===== src/rtl/vga_timing_pkg.sv =====
// Shared 640x480@60 timing constants, fetch FSM states and line-fetch helpers
// for the VRAM scanout path.
package vga_timing_pkg;

  localparam int unsigned H_VISIBLE    = 640;
  localparam int unsigned H_FRONT      = 16;
  localparam int unsigned H_SYNC       = 96;
  localparam int unsigned H_BACK       = 48;
  localparam int unsigned H_TOTAL      = H_VISIBLE + H_FRONT + H_SYNC + H_BACK;
  localparam int unsigned H_SYNC_START = H_VISIBLE + H_FRONT;
  localparam int unsigned H_SYNC_END   = H_SYNC_START + H_SYNC;

  localparam int unsigned V_VISIBLE    = 480;
  localparam int unsigned V_FRONT      = 10;
  localparam int unsigned V_SYNC       = 2;
  localparam int unsigned V_BACK       = 33;
  localparam int unsigned V_TOTAL      = V_VISIBLE + V_FRONT + V_SYNC + V_BACK;
  localparam int unsigned V_SYNC_START = V_VISIBLE + V_FRONT;
  localparam int unsigned V_SYNC_END   = V_SYNC_START + V_SYNC;

  localparam int unsigned H_W    = 10;
  localparam int unsigned V_W    = 10;
  localparam int unsigned LINE_W = 9;

  typedef enum logic [1:0] {
    ST_IDLE = 2'd0,
    ST_REQ  = 2'd1,
    ST_DONE = 2'd2
  } fetch_state_e;

  // A line needs fetching when the following scanline is visible.
  function automatic logic fetch_has_target(input logic [V_W-1:0] v);
    return (v < V_W'(V_VISIBLE - 1)) || (v == V_W'(V_TOTAL - 1));
  endfunction

  function automatic logic [LINE_W-1:0] fetch_target(input logic [V_W-1:0] v);
    logic [V_W-1:0] nxt;
    nxt = (v == V_W'(V_TOTAL - 1)) ? '0 : v + V_W'(1);
    return LINE_W'(nxt);
  endfunction

endpackage


===== src/rtl/vga_timing_gen.sv =====
// Horizontal/vertical counters with registered sync and visible-region decode.
module vga_timing_gen
  import vga_timing_pkg::*;
(
  input  logic           clk,
  input  logic           rst,
  output logic [H_W-1:0] h_count_c,
  output logic [V_W-1:0] v_count_c,
  output logic           visible_c,
  output logic           line_end_c,
  output logic           hsync,
  output logic           vsync,
  output logic           video_on
);

  logic [H_W-1:0] h_count_q, h_count_d;
  logic [V_W-1:0] v_count_q, v_count_d;
  logic           hsync_q, hsync_d;
  logic           vsync_q, vsync_d;
  logic           video_on_q, video_on_d;

  always_comb begin
    h_count_d  = h_count_q + H_W'(1);
    v_count_d  = v_count_q;
    line_end_c = (h_count_q == H_W'(H_TOTAL - 1));
    if (line_end_c) begin
      h_count_d = '0;
      v_count_d = (v_count_q == V_W'(V_TOTAL - 1)) ? '0 : v_count_q + V_W'(1);
    end
    visible_c  = (h_count_q < H_W'(H_VISIBLE)) && (v_count_q < V_W'(V_VISIBLE));
    hsync_d    = !((h_count_q >= H_W'(H_SYNC_START)) && (h_count_q < H_W'(H_SYNC_END)));
    vsync_d    = !((v_count_q >= V_W'(V_SYNC_START)) && (v_count_q < V_W'(V_SYNC_END)));
    video_on_d = visible_c;
  end

  always_ff @(posedge clk or posedge rst) begin
    if (rst) begin
      h_count_q  <= '0;
      v_count_q  <= '0;
      hsync_q    <= 1'b1;
      vsync_q    <= 1'b1;
      video_on_q <= 1'b0;
    end else begin
      h_count_q  <= h_count_d;
      v_count_q  <= v_count_d;
      hsync_q    <= hsync_d;
      vsync_q    <= vsync_d;
      video_on_q <= video_on_d;
    end
  end

  assign h_count_c = h_count_q;
  assign v_count_c = v_count_q;
  assign hsync     = hsync_q;
  assign vsync     = vsync_q;
  assign video_on  = video_on_q;

endmodule


===== src/rtl/vram_scanout.sv =====
// VRAM line fetcher with ping-pong line buffers and one-pixel-per-clock
// serializer, driven by the VGA timing generator.
module vram_scanout
  import vga_timing_pkg::*;
(
  input  logic                 clk,
  input  logic                 rst,
  input  logic [H_VISIBLE-1:0] line_from_vram,
  input  logic                 vram_turn,
  output logic                 read_req,
  output logic [LINE_W-1:0]    line_addr,
  output logic                 hsync,
  output logic                 vsync,
  output logic                 video_on,
  output logic                 pixel,
  output logic [H_W-1:0]       x_pos,
  output logic [LINE_W-1:0]    y_pos,
  output logic                 underrun
);

  logic [H_W-1:0] h_count;
  logic [V_W-1:0] v_count;
  logic           visible;
  logic           line_end;

  vga_timing_gen u_timing (
    .clk        (clk),
    .rst        (rst),
    .h_count_c  (h_count),
    .v_count_c  (v_count),
    .visible_c  (visible),
    .line_end_c (line_end),
    .hsync      (hsync),
    .vsync      (vsync),
    .video_on   (video_on)
  );

  fetch_state_e         state_q, state_d;
  logic                 read_req_q, read_req_d;
  logic [LINE_W-1:0]    line_addr_q, line_addr_d;
  logic                 underrun_q, underrun_d;
  logic                 sel_q, sel_d;
  logic                 front_valid_q, front_valid_d;
  logic                 back_valid_q, back_valid_d;
  logic [H_VISIBLE-1:0] buf0_q, buf0_d;
  logic [H_VISIBLE-1:0] buf1_q, buf1_d;
  logic                 pixel_q, pixel_d;

  logic                 has_target;
  logic                 capture;
  logic                 swap;
  logic                 back_valid_nx;
  logic [H_VISIBLE-1:0] front_c;
  logic [H_W-1:0]       pix_idx;

  always_comb begin
    state_d       = state_q;
    read_req_d    = read_req_q;
    line_addr_d   = line_addr_q;
    underrun_d    = underrun_q;
    back_valid_nx = back_valid_q;
    capture       = 1'b0;
    has_target    = fetch_has_target(v_count);

    case (state_q)
      ST_IDLE: begin
        if ((h_count == H_W'(H_VISIBLE)) && has_target) begin
          state_d     = ST_REQ;
          read_req_d  = 1'b1;
          line_addr_d = fetch_target(v_count);
        end
      end
      ST_REQ: begin
        // A grant on the last clock of the window still wins over the abandon.
        if (vram_turn) begin
          capture       = 1'b1;
          back_valid_nx = 1'b1;
          read_req_d    = 1'b0;
          state_d       = line_end ? ST_IDLE : ST_DONE;
        end else if (line_end) begin
          back_valid_nx = 1'b0;
          read_req_d    = 1'b0;
          underrun_d    = 1'b1;
          state_d       = ST_IDLE;
        end
      end
      ST_DONE: begin
        if (line_end) state_d = ST_IDLE;
      end
      default: state_d = ST_IDLE;
    endcase

    // Swap sees this edge's capture so a last-clock grant is displayed.
    swap          = line_end && has_target;
    sel_d         = swap ? ~sel_q : sel_q;
    front_valid_d = swap ? back_valid_nx : front_valid_q;
    back_valid_d  = swap ? 1'b0 : back_valid_nx;

    buf0_d = buf0_q;
    buf1_d = buf1_q;
    if (capture) begin
      if (sel_q) buf0_d = line_from_vram;
      else       buf1_d = line_from_vram;
    end

    front_c = sel_q ? buf1_q : buf0_q;
    pix_idx = visible ? h_count : '0;
    pixel_d = front_c[pix_idx] & front_valid_q & visible;
  end

  always_ff @(posedge clk or posedge rst) begin
    if (rst) begin
      state_q       <= ST_IDLE;
      read_req_q    <= 1'b0;
      line_addr_q   <= '0;
      underrun_q    <= 1'b0;
      sel_q         <= 1'b0;
      front_valid_q <= 1'b0;
      back_valid_q  <= 1'b0;
      buf0_q        <= '0;
      buf1_q        <= '0;
      pixel_q       <= 1'b0;
    end else begin
      state_q       <= state_d;
      read_req_q    <= read_req_d;
      line_addr_q   <= line_addr_d;
      underrun_q    <= underrun_d;
      sel_q         <= sel_d;
      front_valid_q <= front_valid_d;
      back_valid_q  <= back_valid_d;
      buf0_q        <= buf0_d;
      buf1_q        <= buf1_d;
      pixel_q       <= pixel_d;
    end
  end

  assign read_req  = read_req_q;
  assign line_addr = line_addr_q;
  assign underrun  = underrun_q;
  assign pixel     = pixel_q;
  assign x_pos     = h_count;
  // Back-porch lines above 511 alias in the 9-bit copy.
  assign y_pos     = LINE_W'(v_count);

endmodule

===== config.mk =====
export PLATFORM = sky130hd
export DESIGN_NAME = vram_scanout
export DESIGN_NICKNAME = d
export VERILOG_FILES = /design/src/rtl/vga_timing_pkg.sv /design/src/rtl/vga_timing_gen.sv /design/src/rtl/vram_scanout.sv
export SDC_FILE = /design/constraint.sdc
export NUM_CORES = 2
export LEC_CHECK = 0
export CAP_MARGIN = 20
export CORE_MARGIN = 4
export CORE_UTILIZATION = 53
export CTS_BUF_LIST = sky130_fd_sc_hd__clkbuf_2
export CTS_CLUSTER_DIAMETER = 60
export DETAILED_ROUTE_END_ITERATION = 7
export PLACE_DENSITY = 0.79
export SYNTH_ARGS = -nofsm -noshare
export SYNTH_HDL_FRONTEND = slang
export SYNTH_HIERARCHICAL = 1
export SYNTH_SLANG_ARGS = --single-unit
export TNS_END_PERCENT = 5

===== constraint.sdc =====
create_clock -name clk -period 47.9 [get_ports clk]
set_input_delay 9.58 -clock clk [delete_from_list [all_inputs] [get_ports clk]]
set_output_delay 9.58 -clock clk [all_outputs]
set_load 0.1 [all_outputs]

==> summary.txt <==
Starting Density = 0.5331
Worst slew pin tran = 1305 ps
Final Hold Fails = 0
Synth Flop Type = dfrtp_1
Hold Slack = 497.1 ps
Worst EP arrival = 3830 ps
CTS Buffer Depth = 4
Critical path cell sequence = clkdlybuf4s50_1
Yosys cell types = 86
Worst reg-to-reg path cell count = 15
R2r setup slk = 40,630 ps
Tmin final = 13,410 ps
Synth warn = 6
Overall power = 1.953 mW
DRT Pass-1 Iters = 5
Final WL = 196,500 um
Crit end category = output pin
Fin nets = 5,864
Status = completed
Max cap viols = 0
Post-DP HPWL = 134,600 um
Detail Route Antenna Nets = 0
Startpoint types = register
Routability cong. = 0.8393
Hold WC Path Type = reg2reg
Max Transition Viols Final = 0
Slew headroom = 0.1303
Total GRT Usage = 0.3198
Clk_lat worst skew = 1670 ps
Fraction of registers with async set/reset = 1.000
Reg2reg start = u_timing/v_count_c[6]
Die height = 346.9 um
Number of synthesized flops with an enable pin = 0
Peak per-stage delay on the critical path = 1310 ps
Num CTS Buffers = 348
Leak = 35.53 nW
Number of I/O port buffers = 676
Critical path origin = u_timing/h_count_c[1]
RSZ-0062 raised after global routing = false
Most common cell after layout, fill and taps aside = dfrtp_1
Commonest cells after routing, fill and taps aside = dfrtp_1, mux2_2, clkdlybuf4s50_1
Top Family by Delay on Critical Path = buffers and inverters
DRC Markers = 0
Clock sinks = 1,320
Synthesized area per cell = 13.76 um2
Fmax = 0.07459 GHz
R2r endpoint = pixel
H-tree levels = 5
Layout cells sized above 1 = 0.3792
Max Clock Skew = 227.3 ps
Number of global-route vias before repair = 45,080
CP bufs+invs = 1
CP max stage cell = clkdlybuf4s50_1
Vias/cell = 6.151
Initial antenna violation count = 76
Std-Cell Rows = 124
Final setup fails = 0
Hold path start = state_q[1]
Cells after Synth = 4,424
IO Count = 677
Post-CTS Setup Bufs = 0
Core Area = 0.1142 mm2
Grt total ovfl = 0
Iteration-0 DRC Markers = 3,450
Register area share after synthesis = 0.5426
Synthesized area = 0.06088 mm2
Largest net degree at the start of global routing = 170
Peak supply drop = 0.00001653 V
Hold Crit Depth = 1
Flop and latch count out of synthesis = 1,320
Net Count, Synth = 5,073
Crit path kind = reg2out
Wire length per cell = 28.11 um
Tcrit/Tclk final = 0.2799
Synth top area share = 0.5418
Post-CTS Resized = 0
Synth top area cells = dfrtp_1, mux2_2, mux2i_1, mux4_2, nand2_1
Hold worst-path end = state_q[0]
Leading area contributor after synthesis = dfrtp_1
Fin Setup TNS = 0 ps
Clock root buffer = clkbuf_2
Area Growth Syn to Fin = 18.00%
Global-route wire length before repair = 287,600 um
Placed cell count = 6,373
CP Data Required Time = 38,320 ps
Post-cts hold buffer count = 0
Die area = 0.1204 mm2
Crit path max fanout = 36
CTS tree = built
Vias = 43,010
Layout Cells excl Fill = 6,991
CTS clk-pin slew, worst paths = 100 ps
Die X = 346.9 um
Power Dens Cells = 27.18 mW/mm2
[metrics by stage]
stage / setup WS (ps) / utilization / cell area, um2
floorplan: 1763 / - / 60880
global placement: 32700 / 0.6021 / 68760
detailed placement: 32680 / 0.6021 / 68760
CTS: 34310 / 0.6268 / 71580
global route: 34330 / 0.6287 / 71790
finish: 34490 / 0.6291 / 71840
[report_power, final]
group	internal, mW	switching (mW)	total [mW]
logic	0.0489	0.0464	0.0953
registers	1.11	0.0000410	1.11
clock network	0.288	0.456	0.744
total	1.45	0.503	1.95
[worst register-to-register path: cells and delay by family, from the launching register on]
kind,cells,cell delay (ps)
buffers and inverters,4,3010
muxes,1,350
and+or+nand+nor,6,2350
AOI/OAI and AO/OA,4,790
DFF,1,520
[logic make-up (layout without fill, tap and decap cells)]
logic type | count (synthesis) | in the layout | synth area share
AOI/OAI and AO/OA | 545 | 545 | 0.06449
xor gates and xnor gates | 21 | 21 | 0.003021
adders and majority gates | 6 | 6 | 0.001233
buffers and inverters | 346 | 1341 | 0.02733
DFF | 1320 | 1320 | 0.5426
muxes | 1640 | 1640 | 0.3170
other | 0 | 60 | 0
and+or+nand+nor | 546 | 546 | 0.04427
[final cells by class]
cell class	instances	area, um2
Inverter	19	78.83
Multi-Input combinational cell	2758	26270
Clock buffer	480	2402
Antenna cell	60	150.1
Sequential cell	1320	33050
Clock inverter	74	417.9
Fill cell	8858	42350
Timing Repair Buffer	768	7575
Tap cell	1512	1892
[cells in the mapped netlist (7+ instances only)]
cell type,number
buf_6,18
nor4_1,7
mux2i_1,235
a32oi_1,14
a211o_1,8
nor3_1,23
o211ai_1,20
o21a_1,8
o221ai_1,13
a21oi_1,39
nand2_1,217
clkbuf_1,140
nand4_1,30
a32o_1,9
a21bo_2,7
o22a_1,24
and3_1,56
buf_1,19
a22oi_1,35
nor2b_1,10
buf_2,136
o22ai_1,91
a21boi_0,22
dfrtp_1,1318
a221oi_1,22
nand3_1,75
buf_4,13
nand3b_1,11
inv_1,18
xnor2_1,15
o2111ai_1,10
a31oi_1,22
o32ai_1,8
mux4_2,100
or4_1,9
mux2_2,1305
a211oi_1,36
a2111oi_0,19
nor2_1,65
o21ai_0,80
[metal layers]
metal	share of wire	global-route usage	wire length [um]	vias to the layer above
met2	0.48	0.5077	94390	1942
met5	0.0012	0	228	-
li1	-	-	-	18310
met3	0.086	0.08855	16930	441
met4	0.042	0.1526	8330	36
met1	0.39	0.4095	76650	22280
[sequential cells by signal, indices dropped and copies added (netlist names)]
signal,cells
u_timing/h_count_c,10
u_timing/hsync,1
front_valid_q,1
buf0_q,640
u_timing/vsync,1
back_valid_q,1
sel_q,1
read_req,1
u_timing/video_on,1
u_timing/v_count_c,10
underrun,1
line_addr,9
buf1_q,640
state_q,2
pixel,1
[worst max-delay path by stage]
stage              endpoint  slack (ps)  cells after the start
6_report           x_pos[1]       34490                      1
5_1_grt            x_pos[1]       34330                      1
3_3_place_gp     buf0_q[34]       32700                      7
3_5_place_dp     buf0_q[98]       32680                      7
2_1_floorplan  back_valid_q        1760                      1
4_1_cts            x_pos[1]       34310                      1
No activity file was read; power rests on OpenSTA's default activity.
